## src/rtl/acc_drain.sv

```systemverilog
// Row-result collector: requantizes the accumulator sum, buffers it in a FIFO and drives stall back-pressure.
// Optional clamp-to-range saturation is enabled by defining ACC_DRAIN_SAT_EN.
module acc_drain #(
  parameter int DEPTH = 4,
  parameter int OUT_W = 16,
  parameter int SHIFT = 8
) (
  input  logic             clk,
  input  logic             reset,
  input  logic             in_valid,
  input  logic             in_last,
  input  logic [23:0]      acc_sum,
  output logic             stall,
  output logic             out_valid,
  input  logic             out_ready,
  output logic [OUT_W-1:0] out_data,
  output logic             sat_flag,
  output logic             ovf_flag
);

  localparam int PTR_W = $clog2(DEPTH);
  localparam int CNT_W = $clog2(DEPTH + 1);

  typedef logic signed [24:0] wide_t;

  // Half-LSB rounding constant; the sum cannot overflow 25 bits for a 24-bit input.
  localparam wide_t RND = (SHIFT > 0) ? (wide_t'(1) <<< ((SHIFT > 0) ? SHIFT - 1 : 0)) : wide_t'(0);

  logic             pend_q, pend_d;
  logic [PTR_W-1:0] wr_ptr_q, wr_ptr_d;
  logic [PTR_W-1:0] rd_ptr_q, rd_ptr_d;
  logic [CNT_W-1:0] count_q, count_d;
  logic             ovf_q, ovf_d;
  logic [OUT_W-1:0] mem_q [DEPTH];

  wide_t            ext_s;
  wide_t            rnd_s;
  logic [OUT_W-1:0] push_val;
  logic             pop;
  logic             full;
  logic             push_en;
  logic             drop;
  logic [CNT_W:0]   occ;

`ifdef ACC_DRAIN_SAT_EN
  localparam wide_t MAX_V = wide_t'((longint'(1) << (OUT_W - 1)) - 1);
  localparam wide_t MIN_V = -MAX_V - wide_t'(1);

  logic sat_q, sat_d;
  logic clip;

  always_comb begin
    clip     = 1'b0;
    push_val = rnd_s[OUT_W-1:0];
    if (rnd_s > MAX_V) begin
      clip     = 1'b1;
      push_val = MAX_V[OUT_W-1:0];
    end else if (rnd_s < MIN_V) begin
      clip     = 1'b1;
      push_val = MIN_V[OUT_W-1:0];
    end
    sat_d = sat_q | (pend_q & clip);
  end

  always_ff @(posedge clk) begin
    if (reset) sat_q <= 1'b0;
    else       sat_q <= sat_d;
  end

  assign sat_flag = sat_q;
`else
  logic unused_hi;

  // Two's-complement wrap: the bits above OUT_W are simply discarded.
  assign push_val  = rnd_s[OUT_W-1:0];
  assign unused_hi = ^rnd_s[24:OUT_W-1];
  assign sat_flag  = 1'b0;
`endif

  // NOTE: every signal assigned in an always_comb gets a default first, so no path can infer a latch.
  always_comb begin
    ext_s    = {acc_sum[23], acc_sum};
    rnd_s    = (ext_s + RND) >>> SHIFT;

    pend_d   = in_valid & in_last;
    pop      = (count_q != '0) & out_ready;
    full     = (count_q == CNT_W'(DEPTH));
    // A pop in the same cycle frees the slot, so a full FIFO can still accept.
    push_en  = pend_q & (~full | pop);
    drop     = pend_q & full & ~pop;

    wr_ptr_d = wr_ptr_q + PTR_W'(push_en);
    rd_ptr_d = rd_ptr_q + PTR_W'(pop);
    count_d  = count_q;
    unique case ({push_en, pop})
      2'b10:   count_d = count_q + CNT_W'(1);
      2'b01:   count_d = count_q - CNT_W'(1);
      default: count_d = count_q;
    endcase
    ovf_d    = ovf_q | drop;

    occ      = {1'b0, count_q} + {{CNT_W{1'b0}}, pend_q};
  end

  // NOTE: state registers use non-blocking assignments so every flop samples pre-edge values.
  always_ff @(posedge clk) begin
    if (reset) begin
      pend_q   <= 1'b0;
      wr_ptr_q <= '0;
      rd_ptr_q <= '0;
      count_q  <= '0;
      ovf_q    <= 1'b0;
    end else begin
      pend_q   <= pend_d;
      wr_ptr_q <= wr_ptr_d;
      rd_ptr_q <= rd_ptr_d;
      count_q  <= count_d;
      ovf_q    <= ovf_d;
    end
  end

  // NOTE: the storage array is not reset; out_data is gated by out_valid so stale entries never show.
  always_ff @(posedge clk) begin
    if (push_en) mem_q[wr_ptr_q] <= push_val;
  end

  assign out_valid = (count_q != '0);
  assign out_data  = out_valid ? mem_q[rd_ptr_q] : '0;
  assign stall     = (occ >= (CNT_W + 1)'(DEPTH - 1));
  assign ovf_flag  = ovf_q;

endmodule

```

## config.mk

```make
export PLATFORM = sky130hd
export DESIGN_NAME = acc_drain
export DESIGN_NICKNAME = d
export VERILOG_FILES = /design/src/rtl/acc_drain.sv
export SDC_FILE = /design/constraint.sdc
export NUM_CORES = 1
export LEC_CHECK = 0
export ABC_AREA = 1
export BUFFER_PORTS_ARGS = -buffer_cell sky130_fd_sc_hd__buf_2
export CELL_PAD_IN_SITES_DETAIL_PLACEMENT = 1
export CELL_PAD_IN_SITES_GLOBAL_PLACEMENT = 1
export CORE_ASPECT_RATIO = 1.4
export CORE_MARGIN = 10
export CORE_UTILIZATION = 40
export DETAILED_ROUTE_END_ITERATION = 8
export GPL_TIMING_DRIVEN = 0
export PLACE_DENSITY = 0.87
export SYNTH_ARGS = -nofsm -noshare
export SYNTH_HDL_FRONTEND = slang
export SYNTH_SLANG_ARGS = --single-unit
```

## constraint.sdc

```tcl
create_clock -name clk -period 2.4 [get_ports clk]
set_input_delay 0.12 -clock clk [delete_from_list [all_inputs] [get_ports clk]]
set_output_delay 0.12 -clock clk [all_outputs]
set_load 0.01 [all_outputs]
```

==> flow_summary.yaml, run 1 <==
synth:
  yosysMostFrequentCell: "nor2_1"
  yosys_register_bits: 73
  async_reset_ff_frac: 0
  ys_top_cells_by_area: "edfxtp_1 58%, nor2_1 9.2%, dfxtp_1 5.4%, o21ai_0 4.8%, xor2_1 2.9%"
  synth_top_cell_by_area: "edfxtp_1"
  synth_nets: 349
  syn_area_per_cell_um2: 10.61
  syn_area_mm2: 0.003332
  netlist_top_cells_count: "82 x nor2_1, 64 x edfxtp_1, 32 x o21ai_0"
  ys_seq_area_frac: 0.6309
  synth_ff_type: "edfxtp_1"
  synth_top_area_share: 0.5768
  synth_edf_count: 64
  netlist_instances: 314
  ys_warn_count: 0
  ys_types: 28
placement:
  dpl_worst_slack_ns: 0.06794
  dpl.hpwl_um: 6501
  portBuffers: 40
  gp_congestion: 0.7986
cts:
  path_clk_slew_ns: 0.05
  cts_sinks: 73
  cts_buffers: 9
  cts_resized: 0
  worstSkewPairLatency_ns: 0.33
  cts-root-buf: "clkbuf_16"
  post_cts_buffers: 0
  clockBufferDepth: 2
  ctsHtreeMaxLevel: 3
  cts_tree: "built"
critical_path:
  critPathKind: "flop to flop"
  path_cells: "nor2_4, nand2_2, nand2_2, nand3_1, nand2_1, nor3_2, buf_6"
  slowest_stage: "nor3_2"
  cp-end-kind: "flop"
  max_stage_delay_ns: 0.81
  crit_fanout: 11
  start_kind: "flop"
  required_ns: 2.44
  cpMostUsedCell: "nand2_2"
  arrival_ns: 2.39
grt:
  antenna_found_initial: 0
  grt_pass1_wl_um: 14110
  gr-usage-met3: 0.03560
  grt_max_degree: 12
  grt.busiest_layer: "met2"
  globalRouteMet1Util: 0.1443
  grtUsageTotal: 0.1436
  use_met2: 0.2654
  grt_overflow: 0
  grt_pass1_vias: 2759
routing:
  dr.pass1.iters: 4
  routed_wl_um: 8774
  via_per_inst: 5.131
  vias: 2432
  drc: 0
  drtAntennaViolNets: 0
  wl_per_cell_um: 18.51
  drt_iter0_markers: 202
floorplanning:
  dieArea_mm2: 0.01243
  initial_core_util: 0.4089
  core_mm2: 0.008149
  die_height_um: 128.0
  row_count: 39
  die_x_um: 97.14
  ios: 49
pwr:
  cellLeakagePower_nw: 1.556
  switching_share: 0.3196
  power_frac_comb: 0.282
  pwr-share-seq: 0.408
  ir_drop_uv: 405.4
  p_per_area_mw_per_mm2: 901.3
  p_int_mw: 2.438
  clkPwrFrac: 0.310
  net-switching-power_mw: 1.145
finish:
  synthToLayoutAreaGrowth_pct: 19.30
  drive_gt1_frac: 0.2124
  layout.nets: 405
  fillers: 913
  diodes: 0
  fin_util: 0.4878
sta:
  layout_setup_ws_ns: 0.05206
  final.min_clock_period_ns: 2.348
  fmax_mhz: 425.9
  fin_skew_ns: 0.006686
  worstMarginPinSlew_ns: 1.019
  relSlewSlack: 0.3172
  rsz0062_at_grt: "true"
  min_period_over_period: 0.9783
  finalMaxSlewViolations: 0
  setup_viol: 0
  hold_viol: 0
status:
  status: "finished clean"
flow_run:
  maxCapViolations: 0
hold_path:
  min_path_type: "input port to flop"
-- cell families after synthesis --
group                      Yosys count  share of synthesized area
adders and majority gates            6                    0.02478
and+or+nand+nor                    130                     0.1731
buffers and inverters               35                    0.04506
other                                1                   0.001125
DFF                                 73                     0.6309
xor gates and xnor gates            17                    0.04469
AOI/OAI and AO/OA                   52                    0.08036
-- power by group through the flow --
stage	Clock [mW]	Sequential [mW]	Combinational, mW
after CTS	1.13	1.46	1.03
after detailed placement	0	1.49	1.01
final	1.11	1.46	1.01
after global routing	1.18	1.47	1.13
after global placement	0	1.48	0.955
after floorplan	0	1.48	0.613
-- worst paths after layout --
kind / startpoint / endpoint / slack [ns] / depth (start not counted)
max reg2reg: count_q[1] / mem_q[0][13] / 0.05 / 7
min reg2reg: ovf_flag / ovf_flag / 0.46 / 1
min: in_valid / pend_q / 0.02 / 3
max: count_q[1] / mem_q[0][13] / 0.05 / 7
-- layer usage --
| metal | vias to the layer above | part of all wire |
|---|---|---|
| met1 | 1186 | 0.39 |
| met4 | 0 | 0.032 |
| met2 | 52 | 0.54 |
| met3 | 21 | 0.033 |
| li1 | 1173 | - |
| met5 | - | 0 |
-- cell type report --
cell class                 count  area [µm²]  share of cell area
clock inverter                 3       11.26            0.002833
tap                          102       127.6             0.03211
multi-input combinational    206        1100              0.2767
inverter                      23       86.33             0.02172
buffer                        12       63.81             0.01605
timing repair buffer          45       255.2             0.06421
sequential                    73        2102              0.5288
clock buffer                  10       229.0             0.05760
-- sequential cells by signal, indices dropped and copies added, names as in the netlist --
signal	count
count_q	3
wr_ptr_q	2
rd_ptr_q	2
ovf_flag	1
pend_q	1
mem_q	64
-- through the flow --
| step | hold slack (ns) | instances | total power, mW | instance area (µm²) | TNS, ns |
|---|---|---|---|---|---|
| 2_1_floorplan | 0.1912 | 314 | 2.092 | 3332 | 0 |
| 3_3_place_gp | 0.3395 | 456 | 2.439 | 3660 | -44.73 |
| 3_5_place_dp | 0.3495 | 460 | 2.494 | 3725 | 0 |
| 4_1_cts | 0.004571 | 474 | 3.622 | 3975 | 0 |
| 5_1_grt | 0.04313 | 474 | 3.773 | 3975 | -1.241 |
| 6_report | 0.02486 | 474 | 3.583 | 3975 | 0 |
-- what timing repair did --
action / in CTS / in global routing
hold endpoints to repair: 1 / 0
setup endpoints to repair: 0 / 12
hold buffers: 1 / 0
-- critical path, delay by kind of cell, from the launching register on --
family	cells	cell delay, ns
and+or+nand+nor	6	1.38
DFF	1	0.43
buffers and inverters	1	0.24
-- layout by cell type, fill, tap and decap left out --
cell type / n
nand2_2: 5
dlygate4sd3_1: 1
fa_1: 1
a21oi_1: 18
nor2_2: 1
edfxtp_1: 64
ha_1: 5
conb_1: 1
clkbuf_1: 2
o21a_1: 1
and2_1: 1
inv_2: 1
nand3_1: 10
nor2_1: 82
buf_4: 2
nor3b_4: 1
o21ai_0: 32
clkbuf_16: 9
nor3b_2: 1
buf_6: 4
nor3_2: 4
nor2_4: 2
clkinv_1: 3
xnor2_1: 6
dfxtp_1: 9
inv_1: 22
buf_2: 47
clkbuf_2: 2
nand4_1: 5
a221o_1: 1
nand2_1: 16
nor3_1: 2
xor2_1: 11
Note: power is estimated with default switching activity, not from simulation.
==> run 2: changes to the inputs <==
ABC_CLOCK_PERIOD_IN_PS = 2400   (was unset)
RECOVER_POWER = 100   (was unset)
==> run 2 against run 1 <==
Via count is essentially flat; clock power hardly changed; sequential share of layout area up 0.73 points; total power decreased by 1.0%; critical path type unchanged; hold slack hardly changed; sequential power hardly changed.
==> flow_summary.yaml, run 2 (synthesis gave the netlist of run 1 again) <==
finish:
  largest_register_ff_count: 64
  diodes: 0
  layout.nets: 405
  layout_commonest_cell: "nor2_1"
  reg_top3: "mem_q: 64 flops, count_q: 3 flops"
  regMostFlops: "mem_q"
  synthToLayoutAreaGrowth_pct: 17.69
  drive_gt1_frac: 0.1586
  fillers: 925
  mostFrequentLayoutCells: "84 x nor2_1, 64 x edfxtp_1, 32 x o21ai_0"
cts:
  cts_buffers: 9
  path_clk_slew_ns: 0.05
  post_cts_buffers: 0
  ctsHtreeMaxLevel: 3
  cts_tree: "built"
  worstSkewPairLatency_ns: 0.33
  cts-root-buf: "clkbuf_16"
  cts_sinks: 73
  clockBufferDepth: 2
floorplanning:
  initial_core_util: 0.4089
  dieArea_mm2: 0.01243
  core_mm2: 0.008149
  die_height_um: 128.0
  die_x_um: 97.14
  ios: 49
  row_count: 39
routing:
  via_per_inst: 5.127
  drt_iter0_markers: 183
  drtAntennaViolNets: 0
  routed_wl_um: 8750
  vias: 2430
  dr.pass1.iters: 4
  wl_per_cell_um: 18.46
  drc: 0
flow_run:
  maxCapViolations: 0
critical_path:
  critPathTopFamily: "simple AND/OR/NAND/NOR gates"
  critPathBufInv: 1
  r2r_slack_ns: 0.05
  cp-end-kind: "flop"
  required_ns: 2.44
  crit_fanout: 11
  path_cells: "nor2_4, nand2_2, nand2_2, nand3_1, nand2_1, nor3_2, buf_6"
  max_stage_delay_ns: 0.81
  slowest_stage: "nor3_2"
  arrival_ns: 2.38
  cpMostUsedCell: "nand2_2"
  start_kind: "flop"
  critPathKind: "flop to flop"
status:
  status: "finished clean"
pwr:
  p_per_area_mw_per_mm2: 904.1
  cellLeakagePower_nw: 1.485
  power_frac_comb: 0.276
  p_int_mw: 2.406
  power_mw: 3.545
  pwr-share-seq: 0.413
  switching_share: 0.3213
  ir_drop_uv: 389.5
  clkPwrFrac: 0.311
  net-switching-power_mw: 1.139
sta:
  final.min_clock_period_ns: 2.345
  worstMarginPinSlew_ns: 1.017
  whs_ns: 0.02518
  hold_viol: 0
  finalMaxSlewViolations: 0
  relSlewSlack: 0.3183
  fmax_mhz: 426.4
  rsz0062_at_grt: "true"
  min_period_over_period: 0.9772
  fin_skew_ns: 0.005479
  setup_viol: 0
grt:
  grt_overflow: 0
  antenna_found_initial: 0
  grt_pass1_vias: 2759
  grtUsageTotal: 0.1436
  grt_max_degree: 12
  grt_pass1_wl_um: 14110
placement:
  gp_congestion: 0.7986
  portBuffers: 40
  dpl.hpwl_um: 6501
hold_path:
  min_path_type: "input port to flop"
[run 2: changes by cell type in the layout (fill, tap and decap cells not counted), sizes merged]
cell | before | now
buf | 53 | 33
clkbuf | 13 | 33
[run 2: cell type report]
class	count	area, µm²	share of cell area
Multi-Input combinational cell	206	1076	0.2744
Timing Repair Buffer	45	227.7	0.05807
Buffer	12	61.31	0.01563
Sequential cell	73	2102	0.5361
Tap cell	102	127.6	0.03255
Clock inverter	3	11.26	0.002872
Clock buffer	10	229.0	0.05839
Inverter	23	86.33	0.02202
[run 2: per-stage QoR]
stage	worst slack [ns]	area (µm²)	std cells	utilization	setup TNS, ns
global route	-0.1083	3921	474	0.4812	-1.578
floorplan	0.01869	3332	314	-	0
global placement	-0.7286	3660	456	0.4491	-44.73
finish	0.05470	3921	474	0.4812	0
detailed placement	0.06794	3725	460	0.4571	0
CTS	0.03167	3975	474	0.4878	0
[run 2: timing repair]
item / CTS / global route
setup endpoints to repair: 0 / 12
hold endpoints to repair: 1 / 0
hold buffers: 1 / 0
gates resized for setup: 0 / 0
[run 2: path summary, 6_finish.rpt]
path | startpoint | endpoint | depth (start not counted)
max | count_q[1] | mem_q[0][13] | 7
max reg2reg | count_q[1] | mem_q[0][13] | 7
min reg2reg | ovf_flag | ovf_flag | 1
min | in_valid | pend_q | 3
[run 2: metal layers]
metal  part of all wire  vias to the layer above  GRT usage
met4              0.034                        0    0.07833
met5                  0                        -          0
met3              0.035                       22    0.03560
met2               0.54                       55     0.2654
met1               0.39                     1179     0.1443
li1                   -                     1174          -
[run 2: tightest hold or removal path, stage by stage]
cell and delay, ns:
buf_2 0.08, nand2_1 0.05, nor2_1 0.07
[run 2: power groups by stage]
stage          Clock (mW)  Combinational (mW)  Sequential [mW]
2_1_floorplan           0               0.613             1.48
3_3_place_gp            0               0.955             1.48
3_5_place_dp            0                1.01             1.49
4_1_cts              1.13                1.03             1.46
5_1_grt              1.18                1.10             1.47
6_report             1.10               0.978             1.46
==> run 3: changes to the inputs <==
ABC_CLOCK_PERIOD_IN_PS = unset   (was 2400)
CAP_MARGIN = 10   (was unset)
CORE_UTILIZATION = 44   (was 40)
PLACE_DENSITY = 0.9   (was 0.87)
clock period = 2.61 ns   (was 2.4 ns; I/O delays follow)
==> run 3 against run 2 <==
Total power fell by 16%; clock-buffer cell count increased by 1; critical path type is now flop to output port; non-clock buffer count grew 2; via count up 0.41%; utilization grew 4.0 points; worst setup slack better by 0.18 ns.
==> flow_summary.yaml, run 3 (synthesis gave the netlist of run 1 again) <==
routing:
  via_per_inst: 5.148
  drtAntennaViolNets: 0
  dr.pass1.iters: 4
  vias: 2440
  drt_iter0_markers: 191
  routed_wl_um: 8891
  drc: 0
  wl_per_cell_um: 18.76
cts:
  worstSkewPairLatency_ns: 0.36
  cts-root-buf: "clkbuf_8"
  ctsHtreeMaxLevel: 3
  cts_resized: 0
  cts_buffers: 9
  clockBufferDepth: 2
  cts_tree: "built"
  cts_sinks: 73
  path_clk_slew_ns: 0.07
floorplanning:
  die_x_um: 93.55
  row_count: 37
  die_height_um: 123.0
  core_mm2: 0.007361
  dieArea_mm2: 0.01150
  initial_core_util: 0.4527
  ios: 49
pwr:
  cellLeakagePower_nw: 1.450
  ir_drop_uv: 482.1
  p_per_area_mw_per_mm2: 774.4
critical_path:
  critPathTopFamily: "buffers and inverters"
  max_stage_delay_ns: 0.46
  arrival_ns: 2.24
  required_ns: 2.48
  start_kind: "flop"
  critPathKind: "flop to output port"
  path_cells: "clkbuf_1, clkbuf_1, nor2_1, nor2_1, o21ai_0, a21oi_1, buf_2"
  slowest_stage: "clkbuf_1"
  critPathBufInv: 3
  cp-end-kind: "output port"
  crit_fanout: 10
sta:
  final.min_clock_period_ns: 2.372
  setup_viol: 0
  worstMarginPinSlew_ns: 0.8224
  layout_setup_ws_ns: 0.2385
  rsz0062_at_grt: "false"
  fmax_mhz: 421.7
  min_period_over_period: 0.9086
  fin_skew_ns: 0.004779
  finalMaxSlewViolations: 0
  hold_viol: 0
  relSlewSlack: 0.4475
  setup_tns_ns: 0
finish:
  mostFrequentLayoutCells: "84 x nor2_1, 64 x edfxtp_1, 32 x o21ai_0"
  drive_gt1_frac: 0.1485
  synthToLayoutAreaGrowth_pct: 15.25
  final_cells: 474
  reg_top3: "mem_q: 64 flops, count_q: 3 flops"
  layout_commonest_cell: "nor2_1"
  largest_register_ff_count: 64
  regMostFlops: "mem_q"
  fillers: 808
  diodes: 0
  layout.nets: 407
placement:
  dpl_worst_slack_ns: 0.3955
  dp_cells: 455
  dpl.hpwl_um: 6763
  gp_congestion: 0.7500
  portBuffers: 40
grt:
  grt_pass1_vias: 2747
  grt_overflow: 0
  grtUsageTotal: 0.1607
  grt_pass1_wl_um: 13970
  antenna_found_initial: 0
  grt_max_degree: 13
hold_path:
  min_path_type: "input port to flop"
flow_run:
  maxCapViolations: 0
status:
  status: "finished clean"
-- run 3: changes by cell type in the layout (fill, tap and decap cells not counted), moves of 3 or more --
| cell | delta |
|---|---|
| clkbuf_1 | +3 |
| clkbuf_16 | -9 |
| clkbuf_8 | +9 |
| clkinv_2 | +3 |
-- run 3: per-layer routing --
layer  up-vias  GRT usage  wire length [µm]
met5         -          0                 0
met4         0    0.06762               200
met3        17    0.04366               338
met2        48     0.2919              4796
met1      1189     0.1706              3554
li1       1186          -                 -
-- run 3: path summary, 6_finish.rpt --
check | to | startpoint | slack (ns) | cells after the start
setup / recovery | out_data[3] | rd_ptr_q[0] | 0.24 | 7
hold / removal | mem_q[0][15] | acc_sum[23] | 0.18 | 2
hold reg to reg | ovf_flag | ovf_flag | 0.47 | 1
setup reg to reg | mem_q[0][14] | count_q[1] | 0.28 | 7
-- run 3: layout make-up --
class	instances	area, µm²	area share
buffer	12	60.06	0.01564
inverter	23	86.33	0.02248
multi-input combinational	206	1066	0.2776
timing repair buffer	47	250.2	0.06517
clock inverter	5	22.52	0.005865
tap	97	121.4	0.03161
clock buffer	11	131.4	0.03421
sequential	73	2102	0.5474
-- run 3: worst register-to-register path, cell delays in order (launching register included) --
cell     delay, ns
dfxtp_1       0.43
nor2_4        0.07
nand2_1       0.14
nand2_1       0.13
nand3_1       0.13
nand2_1       0.17
nor3_1        0.68
buf_6         0.27
-- run 3: timing repair --
item                      4_1_cts  5_1_grt
hold endpoints to repair        2        0
buffers inserted                0        0
hold buffers                    3        0
-- run 3: power breakdown --
group	switching [mW]	internal, mW	total [mW]
sequential	0.0292	1.31	1.34
combinational	0.617	0.277	0.894
clock	0.403	0.334	0.737
-- run 3: per-stage QoR --
step | power [mW] | utilization | hold WS, ns | instance area, µm²
floorplan | 1.924 | - | 0.2017 | 3332
global placement | 2.242 | 0.4963 | 0.3473 | 3654
detailed placement | 2.302 | 0.5047 | 0.3614 | 3715
CTS | 3.031 | 0.5297 | 0.1694 | 3899
global route | 3.140 | 0.5217 | 0.1917 | 3840
finish | 2.974 | 0.5217 | 0.1792 | 3840
